`config.mk`:
```
export PLATFORM = sky130hd
export DESIGN_NAME = mm3x3_sequencer
export DESIGN_NICKNAME = d
export VERILOG_FILES = /design/src/rtl/mm3x3_sequencer.sv
export SDC_FILE = /design/constraint.sdc
export NUM_CORES = 1
export LEC_CHECK = 0
export ABC_AREA = 1
export CORE_ASPECT_RATIO = 1.5
export CORE_MARGIN = 3
export CORE_UTILIZATION = 50
export CTS_CLUSTER_SIZE = 12
export DETAILED_ROUTE_END_ITERATION = 7
export GPL_TIMING_DRIVEN = 0
export HOLD_SLACK_MARGIN = 0.03
export PLACE_DENSITY_LB_ADDON = 0.15
export SYNTH_ARGS = -nofsm -noshare
export SYNTH_HDL_FRONTEND = slang
export SYNTH_SLANG_ARGS = --single-unit
```
`constraint.sdc`:
```
create_clock -name clk -period 2.78 [get_ports clk]
set_input_delay 0.556 -clock clk [delete_from_list [all_inputs] [get_ports clk]]
set_output_delay 0.556 -clock clk [all_outputs]
set_load 0.03 [all_outputs]
```
`src/rtl/mm3x3_sequencer.sv`:
```
// Sequencer for a 3x3 matrix multiply: walks C row-major and, for each element,
// issues a clear, three MAC steps, ACC_LAT drain cycles and one write strobe.
module mm3x3_sequencer #(
  parameter int ACC_LAT = 1
) (
  input  logic       clk,
  input  logic       rst,
  input  logic       start,
  input  logic       stall,
  output logic       busy,
  output logic       done,
  output logic       mac_clr,
  output logic       mac_en,
  output logic [1:0] k_idx,
  output logic [3:0] a_addr,
  output logic [3:0] b_addr,
  output logic       wr_en,
  output logic [3:0] wr_addr
);

  typedef enum logic [2:0] {
    S_IDLE, S_CLEAR, S_MAC, S_DRAIN, S_WRITE, S_DONE
  } state_t;

  localparam logic [1:0] DRAIN_LAST = (ACC_LAT > 0) ? 2'(ACC_LAT - 1) : 2'd0;

  state_t     state_q, state_d;
  logic [1:0] row_q, row_d;
  logic [1:0] col_q, col_d;
  logic [1:0] k_q, k_d;
  logic [1:0] drain_q, drain_d;
  logic [3:0] wr_addr_q, wr_addr_d;

  // 3*x + y without a multiplier
  function automatic logic [3:0] idx3(input logic [1:0] x, input logic [1:0] y);
    return {1'b0, x, 1'b0} + {2'b00, x} + {2'b00, y};
  endfunction

  always_ff @(posedge clk) begin
    if (rst) begin
      state_q   <= S_IDLE;
      row_q     <= 2'd0;
      col_q     <= 2'd0;
      k_q       <= 2'd0;
      drain_q   <= 2'd0;
      wr_addr_q <= 4'd0;
    end else begin
      state_q   <= state_d;
      row_q     <= row_d;
      col_q     <= col_d;
      k_q       <= k_d;
      drain_q   <= drain_d;
      wr_addr_q <= wr_addr_d;
    end
  end

  always_comb begin
    state_d   = state_q;
    row_d     = row_q;
    col_d     = col_q;
    k_d       = k_q;
    drain_d   = drain_q;
    wr_addr_d = wr_addr_q;
    case (state_q)
      S_IDLE: begin
        if (start) begin
          state_d = S_CLEAR;
          row_d   = 2'd0;
          col_d   = 2'd0;
          k_d     = 2'd0;
        end
      end
      S_CLEAR: begin
        state_d = S_MAC;
        k_d     = 2'd0;
      end
      S_MAC: begin
        if (!stall) begin
          if (k_q == 2'd2) begin
            k_d     = 2'd0;
            drain_d = 2'd0;
            state_d = (ACC_LAT == 0) ? S_WRITE : S_DRAIN;
          end else begin
            k_d = k_q + 2'd1;
          end
        end
      end
      S_DRAIN: begin
        if (!stall) begin
          if (drain_q == DRAIN_LAST) begin
            drain_d = 2'd0;
            state_d = S_WRITE;
          end else begin
            drain_d = drain_q + 2'd1;
          end
        end
      end
      S_WRITE: begin
        if (row_q == 2'd2 && col_q == 2'd2) begin
          state_d = S_DONE;
        end else begin
          state_d = S_CLEAR;
          if (col_q == 2'd2) begin
            col_d = 2'd0;
            row_d = row_q + 2'd1;
          end else begin
            col_d = col_q + 2'd1;
          end
        end
      end
      S_DONE: begin
        state_d = S_IDLE;
        row_d   = 2'd0;
        col_d   = 2'd0;
        k_d     = 2'd0;
      end
      default: state_d = S_IDLE;
    endcase
    // wr_addr is captured on entry to WRITE and then held, so the decoder
    // only ever sees an index that was really written
    if (state_d == S_WRITE && state_q != S_WRITE)
      wr_addr_d = idx3(row_q, col_q);
  end

  always_comb begin
    busy    = (state_q != S_IDLE);
    done    = (state_q == S_DONE);
    mac_clr = (state_q == S_CLEAR);
    mac_en  = (state_q == S_MAC) && !stall;
    wr_en   = (state_q == S_WRITE);
    k_idx   = k_q;
    a_addr  = idx3(row_q, k_q);
    b_addr  = idx3(k_q, col_q);
    wr_addr = wr_addr_q;
  end

endmodule

```
; Yosys cells after proc, flatten, opt, wreduce, memory -nomap -nowiden
; Cells that the tools add are included.
; Widths: inputs -> output; s select.
[op_classes]
add_sub_neg = 9
n_mul = 0
div = 0
n_lt_le_gt_ge = 0
eq_ne = 16
shifts = 0
n_mux = 22
bitwise_logic = 0
n_reduce_logical = 15
[op_table]
columns = cell, n
row1 = $mux 2, 11
row2 = $mux 3, 6
row3 = $pmux 2 s3, 3
row4 = $pmux 3 s5, 1
row5 = $add 4x2->4, 3
row6 = $ne 2x2->1 const B, 5
row7 = $eq 3x3->1 const B, 3
row8 = $reduce_bool 3->1, 3
row9 = $add 2x1->2 const B, 4
row10 = $add 3x2->4, 2
row11 = $reduce_and 4->1, 2
row12 = $eq 2x2->1 const B, 3
row13 = $eq 3x2->1 const B, 2
row14 = $reduce_and 3->1, 2
row15 = $pmux 2 s2, 1
row16 = $eq 3x1->1 const B, 1
row17 = $logic_and 1x1->1, 3
row18 = $logic_not 3->1, 1
row19 = $ne 3x3->1 const B, 1
row20 = $logic_not 2->1, 1
row21 = $ne 2x1->1 const B, 1
row22 = $reduce_bool 2->1, 1
row23 = $reduce_or 2->1, 1
row24 = $logic_not 1->1, 1
[totals]
regBits = 15
latch_bits = 0
ramBits = 0
rom_bits = 0
in_bits = 4
out_inout_bits = 19
word_cells = 68
mem_count = 0

; Logic depth before layout (Yosys ltp)
; Gate-level depths: netlist (run 1).
[logic_depth]
word_depth = 6
ltp_mapped = 9
ltp_nobuf = 9

; Worst setup path after synthesis (run 1)
; Ideal clock, no wire load.
[synth_timing]
path_kind = register to output
from = register k_q[1] (netlist: k_idx[1])
to = output port b_addr[2]
t_arrival_ps = 1956
required_ps = 2224
setup_slack_ps = 268
stages_incl_launch_ff = 6
path_buffers = 0
cell_sequence = dfxtp_1 -> fa_1 -> ha_1 -> inv_1 -> fa_1 -> inv_1
[synth_via]
elab_chain_cells = 2
[synth_lines]
columns = item, line_no
row1 = from (decl), 30  ; logic [1:0] k_q, k_d;
row2 = from (signal assigned), 51  ; k_q <= k_d;
row3 = $add 3x2->4, 36  ; return {1'b0, x, 1'b0} + {2'b00, x} + {2'b00, y};
row4 = $add 4x2->4, 36
row5 = to (decl), 16  ; output logic [3:0] b_addr,
; No other way between the ends.

; Final worst setup path (run 1)
[layout_timing]
from = register k_q[0] (netlist: k_idx[0])
to = output port b_addr[1]
; The elaborated chain is that of the path after synthesis.

==> results of run 1 <==
==> synthesized netlist by cell type, drive strengths merged <==
library cell / instances / area [um^2]
inv: 21 / 78.8
nor3: 3 / 25.0
nand3: 10 / 50.1
ha: 14 / 175
buf: 2 / 16.3
clkinv: 1 / 5.00
nand3b: 2 / 15.0
nand2: 39 / 156
nor4: 1 / 6.26
xor2: 3 / 26.3
o21ai: 8 / 47.6
fa: 4 / 80.1
nor2: 29 / 129
a21oi: 4 / 20.0
dfxtp: 15 / 300
clkbuf: 1 / 3.75
==> sequential cells by signal (all words and copies together), names as in the netlist <==
signal,count
k_idx,2
drain_q,2
wr_addr,4
state_q,3
col_q,2
row_q,2
==> report_power, final <==
group          total (uW)  internal (uW)  switching (uW)
Clock                 123           53.4            70.0
Combinational         239           89.8             149
Sequential            249            229            20.4
==> cell type report <==
class | instances | area, um^2
Buffer | 3 | 20.0
Clock buffer | 3 | 22.5
Clock inverter | 1 | 5.00
Fill cell | 202 | 697
Inverter | 22 | 83.8
Multi-Input combinational cell | 117 | 731
Sequential cell | 15 | 310
Tap cell | 22 | 27.5
Timing Repair Buffer | 22 | 205
==> layer usage <==
metal / global-route usage / wire, um / up-vias
met2: 0.340 / 1260 / 21
met3: 0.0254 / 74 / 7
met1: 0.202 / 914 / 481
met4: 0.0659 / 44 / 0
li1: - / - / 539
met5: 0 / 0 / -
==> worst register-to-register path, delay by kind of cell, from the launching register on <==
kind	cells	cell delay, ps
flip-flops	1	380
AND/OR/NAND/NOR	1	50
adder cells (fa/ha/maj)	2	690
buffers and inverters	2	150
AO/OA/AOI/OAI	1	180
XOR/XNOR	1	140
==> worst paths after layout <==
| check | slack, ps | cells after the start | end |
|---|---|---|---|
| max | 130 | 3 | b_addr[1] |
| min | 490 | 2 | wr_addr[0] |
| max reg2reg | 1080 | 7 | wr_addr[2] |
| min reg2reg | 490 | 2 | wr_addr[0] |
==> logic make-up (layout without fill, tap and decap cells) <==
group,after synthesis,in the layout,share of synthesized area
compound gates,12,12,0.0595
xor+xnor,3,3,0.0232
fa+ha+maj,18,18,0.225
buf+inv,25,51,0.0915
flops,15,15,0.265
simple gates,84,84,0.336
==> stage by stage <==
step	TNS [ps]	utilization
after floorplan	0	-
after detailed placement	-126	0.658
final	0	0.668
after global placement	-95.1	0.658
after global routing	0	0.668
after CTS	0	0.672
==> timing repair <==
item                       4_1_cts  5_1_grt
setup endpoints to repair        6        5
resized for setup               12       10
hold buffers                     0        0
pin swaps                        0        0
==> key figures, run 1 <==
Outcome
  • Status: finished clean

Floorplanning
  • Die height: 64.3 um
  • Width of the die: 44.9 um
  • Core ar.: 2100 um^2
  • Starting Density: 0.540
  • I/O Pins: 23
  • Die Area: around 2900 um^2
  • Row Count: 20

STA
  • Period utilization: 0.952
  • Final worst setup slack: 133 ps
  • Final Slew Violations: 0
  • Rel. slew slack: 0.788
  • Tmin final: 2650 ps
  • Worst Tran Pin Value: between 300 and 400 ps
  • Fmax achieved: 378 MHz
  • Skew final: 1.42 ps
  • Hold slack: slightly below 500 ps
  • RSZ-0062 raised after global routing: no
  • Final number of setup-violating endpoints: 0
  • Final Hold Fails: 0

Drt
  • DRC: 0
  • DRT Wirelength: ~2300 um
  • Post-route ant nets: 0
  • Initial DRC count: 23
  • DR vias: 1048
  • Wire per inst: 11.2 um
  • First-pass detailed-route iteration total: 4
  • Vias per cell: 5.11

Cells and area
  • Final net count: approximately 210
  • Commonest non-fill, non-tap cell in the layout: nand2_1
  • Cell Count, Final, Fillers Out: between 200 and 250
  • Syn-to-layout area delta: 23.8%
  • Antenna diodes: 0
  • Final instance area: 1410 um^2
  • Share of layout cells above drive strength 1: 0.164
  • Most frequent cells in the layout: 35 x nand2_1, 25 x nor2_1, 18 x inv_1

Synth
  • Post-Syn Instances: about 160
  • Netlist cell types: 23
  • Post-synth design cell area: about 1100 um^2
  • FF+latch count, synth: 15
  • Synth warnings: 0
  • Syn_nets: roughly 180
  • Avg Cell Area, Syn: 7.23 um^2
  • Sequential fraction of the synthesis area: 0.265

Pwr
  • Pleak: 0.000693 uW
  • Max IR drop VDD: 0.290 mV
  • Pwr dens: 435 nW/um^2
  • Pwr Total: 611 uW

Hold path
  • Hold wc startpoint: wr_addr[0]
  • Worst hold path class: flip-flop to flip-flop

Run
  • Max_cap viols: 0

Placed design
  • GPL Wtd Cong: 0.818
  • Dpl ws: -126 ps
  • Placed insts: 201
  • Area after DPL: 1380 um^2
  • # port buffers: 22
  • HPWL Detailed: 1900 um

Global route
  • Initial antenna violation count: 0
  • Vias in the first global route: 1015
  • Grt ovf: 0
  • Total GRT Usage: 0.184
  • First-pass GRT wire length: 4110 um
  • Largest net degree at the start of global routing: 11

Critical path
  • Largest stage delay, worst path: 670 ps
  • Crit Path Category: flip-flop to output pin
  • CP Buf/Inv Count: 1
  • Critical Path RT: 2220 ps
  • RR Startpoint: row_q[0]
  • Maximum fanout along the worst path: 6
  • Endpoint class of the critical path: output pin
  • CP startpoint kind: flip-flop
  • Crit path DAT: ~2100 ps
  • Slowest cell on crit path: clkdlybuf4s50_1
  • Largest delay share family, worst path: adder cells
  • CP startpoint: k_idx[0]
  • Critical Path, Cell by Cell: fa_1 > ha_1 > clkdlybuf4s50_1

Clock tree
  • CTS clock-pin slew for the worst setup and hold paths: 90 ps
  • Skew-Pair Late Insertion Delay: 280 ps
  • Num CTS Buffers: 3
  • CTS tree: yes
  • Setup bufs post-CTS: 0
  • CTS Buffer Depth: 2
  • Root buffer cell: clkbuf_4
  • CTS H-tree lvls: 1
  • CTS sink cnt: 15
Power figures use the tool's default switching activity.
==> inputs of run 2 (changes only) <==
==> constraint.sdc (replaced) <==
create_clock -name clk -period 2.78 [get_ports clk]
set_input_delay 0.556 -clock clk [delete_from_list [all_inputs] [get_ports clk]]
set_output_delay 0.556 -clock clk [all_outputs]
set_load 0.02 [all_outputs]
==> run 2 against run 1 <==
Effect of this change: clock power hardly changed; sequential power barely moved; power down 3.5%; maximum frequency down 0.61%; register-to-register slack worse by 70 ps; via count increased by 0.19%; final cell count unchanged; utilization is 0.12 points higher; sequential share of layout area barely moved; largest power group unchanged; critical endpoint is now b_addr[3]; critical path depth grew 3; cell area up 0.18%.
==> key figures, run 2 (synthesis results as in run 1) <==
Outcome
  • Status: finished clean

STA
  • Rel. slew slack: 0.791 (+0.00343)
  • Fmax achieved: 376 MHz (-0.61%)
  • Period utilization: 0.958 (+0.00580)
  • Tmin final: 2660 ps (+16.1 ps)
  • Skew final: 2.40 ps (+0.974 ps)
  • Worst Tran Pin Value: 313 ps (-4.58 ps)
  • Final Hold Fails: 0 (unchanged)
  • Final number of setup-violating endpoints: 0 (unchanged)
  • Final worst setup slack: 117 ps (-16.1 ps)
  • Setup total negative slack: 0 ps (unchanged)
  • RSZ-0062 raised after global routing: no
  • Final Slew Violations: 0 (unchanged)

Placed design
  • # port buffers: 22 (unchanged)
  • GPL Wtd Cong: 0.818 (unchanged)
  • HPWL Detailed: 1900 um (unchanged)
  • Area after DPL: 1380 um^2 (unchanged)
  • Dpl ws: -59.5 ps (+66.6 ps)

Clock tree
  • CTS H-tree lvls: 1 (unchanged)
  • CTS clock-pin slew for the worst setup and hold paths: 90 ps (about the same)
  • Root buffer cell: clkbuf_4
  • Num CTS Buffers: 3 (unchanged)
  • CTS sink cnt: 15 (unchanged)
  • Post-CTS Resized: 8 (-4)
  • CTS Buffer Depth: 2 (unchanged)
  • CTS tree: yes
  • Setup bufs post-CTS: 0 (unchanged)
  • Hold Buf Count CTS: 0 (unchanged)
  • Skew-Pair Late Insertion Delay: 280 ps (about the same)

Cells and area
  • Number of fill cells: 201 (-0.50%)
  • Final net count: 206 (unchanged)
  • Register area: 312 um^2 (+0.40%)
  • Multi-input gate area: 731 um^2 (unchanged)
  • Final Core Density: 0.670 (+0.00119)
  • Antenna diodes: 0 (unchanged)
  • Max reg flops: 4 (unchanged)
  • Share of layout cells above drive strength 1: 0.148 (-0.0164)
  • Most frequent cells in the layout: 35 x nand2_1, 25 x nor2_1, 18 x inv_1
  • Final instance area: 1410 um^2 (+0.18%)
  • Commonest non-fill, non-tap cell in the layout: nand2_1
  • Syn-to-layout area delta: 24.0%

Floorplanning
  • Row Count: 20 (unchanged)
  • Width of the die: 44.9 um (unchanged)
  • Die Area: 2890 um^2 (unchanged)
  • Starting Density: 0.540 (unchanged)
  • Die height: 64.3 um (unchanged)
  • Core ar.: 2100 um^2 (unchanged)
  • I/O Pins: 23 (unchanged)

Critical path
  • Crit path DAT: 2110 ps (+20 ps)
  • Slowest cell on crit path: fa_1
  • CP startpoint: k_idx[0]
  • Largest stage delay, worst path: 540 ps (-130 ps)
  • CP startpoint kind: flip-flop
  • Critical Path RT: 2220 ps (about the same)
  • Crit Path Category: flip-flop to output pin
  • Worst r2r dst: wr_addr[2]
  • Register-to-register setup slack: 1010 ps (-70 ps)
  • RR Startpoint: row_q[0]
  • Cell depth of the worst flop-to-flop path: 7 (unchanged)
  • Critical Path, Cell by Cell: fa_1 > ha_1 > inv_1 > fa_1 > inv_1 > dlygate4sd2_1
  • Maximum fanout along the worst path: 6 (unchanged)
  • CP Capture Point: b_addr[3]
  • Endpoint class of the critical path: output pin

Pwr
  • Pwr dens: 419 nW/um^2 (-3.6%)
  • Max IR drop VDD: 0.289 mV (-0.51%)
  • Pwr Total: 590 uW (-3.5%)
  • Pleak: 0.000699 uW (+0.96%)

Global route
  • First-pass GRT wire length: 4110 um (unchanged)
  • Initial antenna violation count: 0 (unchanged)
  • Grt ovf: 0 (unchanged)
  • Total GRT Usage: 0.184 (unchanged)
  • Largest net degree at the start of global routing: 11 (unchanged)
  • Vias in the first global route: 1015 (unchanged)

Drt
  • Initial DRC count: 14 (-39%)
  • WL met1: 901 um (-1.4%)
  • First-pass detailed-route iteration total: 4 (unchanged)
  • Vias per cell: 5.12 (+0.19%)
  • Met2 routed WL: 1270 um (+1.0%)
  • Top layer in use: met4
  • Met3 wire length: 105 um (+42%)
  • Wire per inst: 11.3 um (+1.4%)
  • Post-route ant nets: 0 (unchanged)
  • DR vias: 1050 (+0.19%)
  • DRC: 0 (unchanged)
  • DRT Wirelength: 2330 um (+1.4%)

Hold path
  • Worst hold path class: flip-flop to flip-flop

Run
  • Max_cap viols: 0 (unchanged)
run 2: cell count changes in the layout (fill, tap and decap cells not counted), sizes merged:
| cell | previous run | this run |
|---|---|---|
| clkdlybuf4s15 | 1 | 0 |
| buf | 3 | 2 |
| dlygate4sd2 | 1 | 3 |
run 2: cell type report:
type	instances	area share
clock buffer	3	0.0160
sequential	15	0.221
multi-input combinational	117	0.519
tap	22	0.0196
buffer	3	0.0142
inverter	22	0.0596
clock inverter	1	0.00356
timing repair buffer	22	0.147
run 2: per-stage QoR:
step / instances / hold slack [ps]
final: 205 / 489
after floorplan: 157 / 478
after detailed placement: 201 / 476
after CTS: 205 / 496
after global routing: 205 / 523
after global placement: 201 / 469
run 2: per-layer routing:
| metal | global-route usage | vias to the layer above |
|---|---|---|
| met1 | 0.202 | 474 |
| met2 | 0.340 | 29 |
| met5 | 0 | - |
| li1 | - | 540 |
| met3 | 0.0254 | 7 |
| met4 | 0.0659 | 0 |
run 2: how the worst min path moves through the flow:
stage	startpoint	end	cells after the start
2_1_floorplan	drain_q[0]	drain_q[0]	2
3_3_place_gp	wr_addr[0]	wr_addr[0]	2
3_5_place_dp	wr_addr[0]	wr_addr[0]	2
4_1_cts	wr_addr[0]	wr_addr[0]	2
5_1_grt	wr_addr[2]	wr_addr[2]	2
6_report	wr_addr[0]	wr_addr[0]	2
run 2: worst max-delay path, delay by kind of cell (launching register included):
kind	cells	cell delay (ps)
buf+inv	3	410
fa+ha+maj	3	1020
flops	1	380
run 2: power by group:
| group | internal, uW | switching (uW) | total, uW |
|---|---|---|---|
| Combinational | 90.1 | 127 | 217 |
| Clock | 53.4 | 71.3 | 125 |
| Sequential | 228 | 20.3 | 249 |
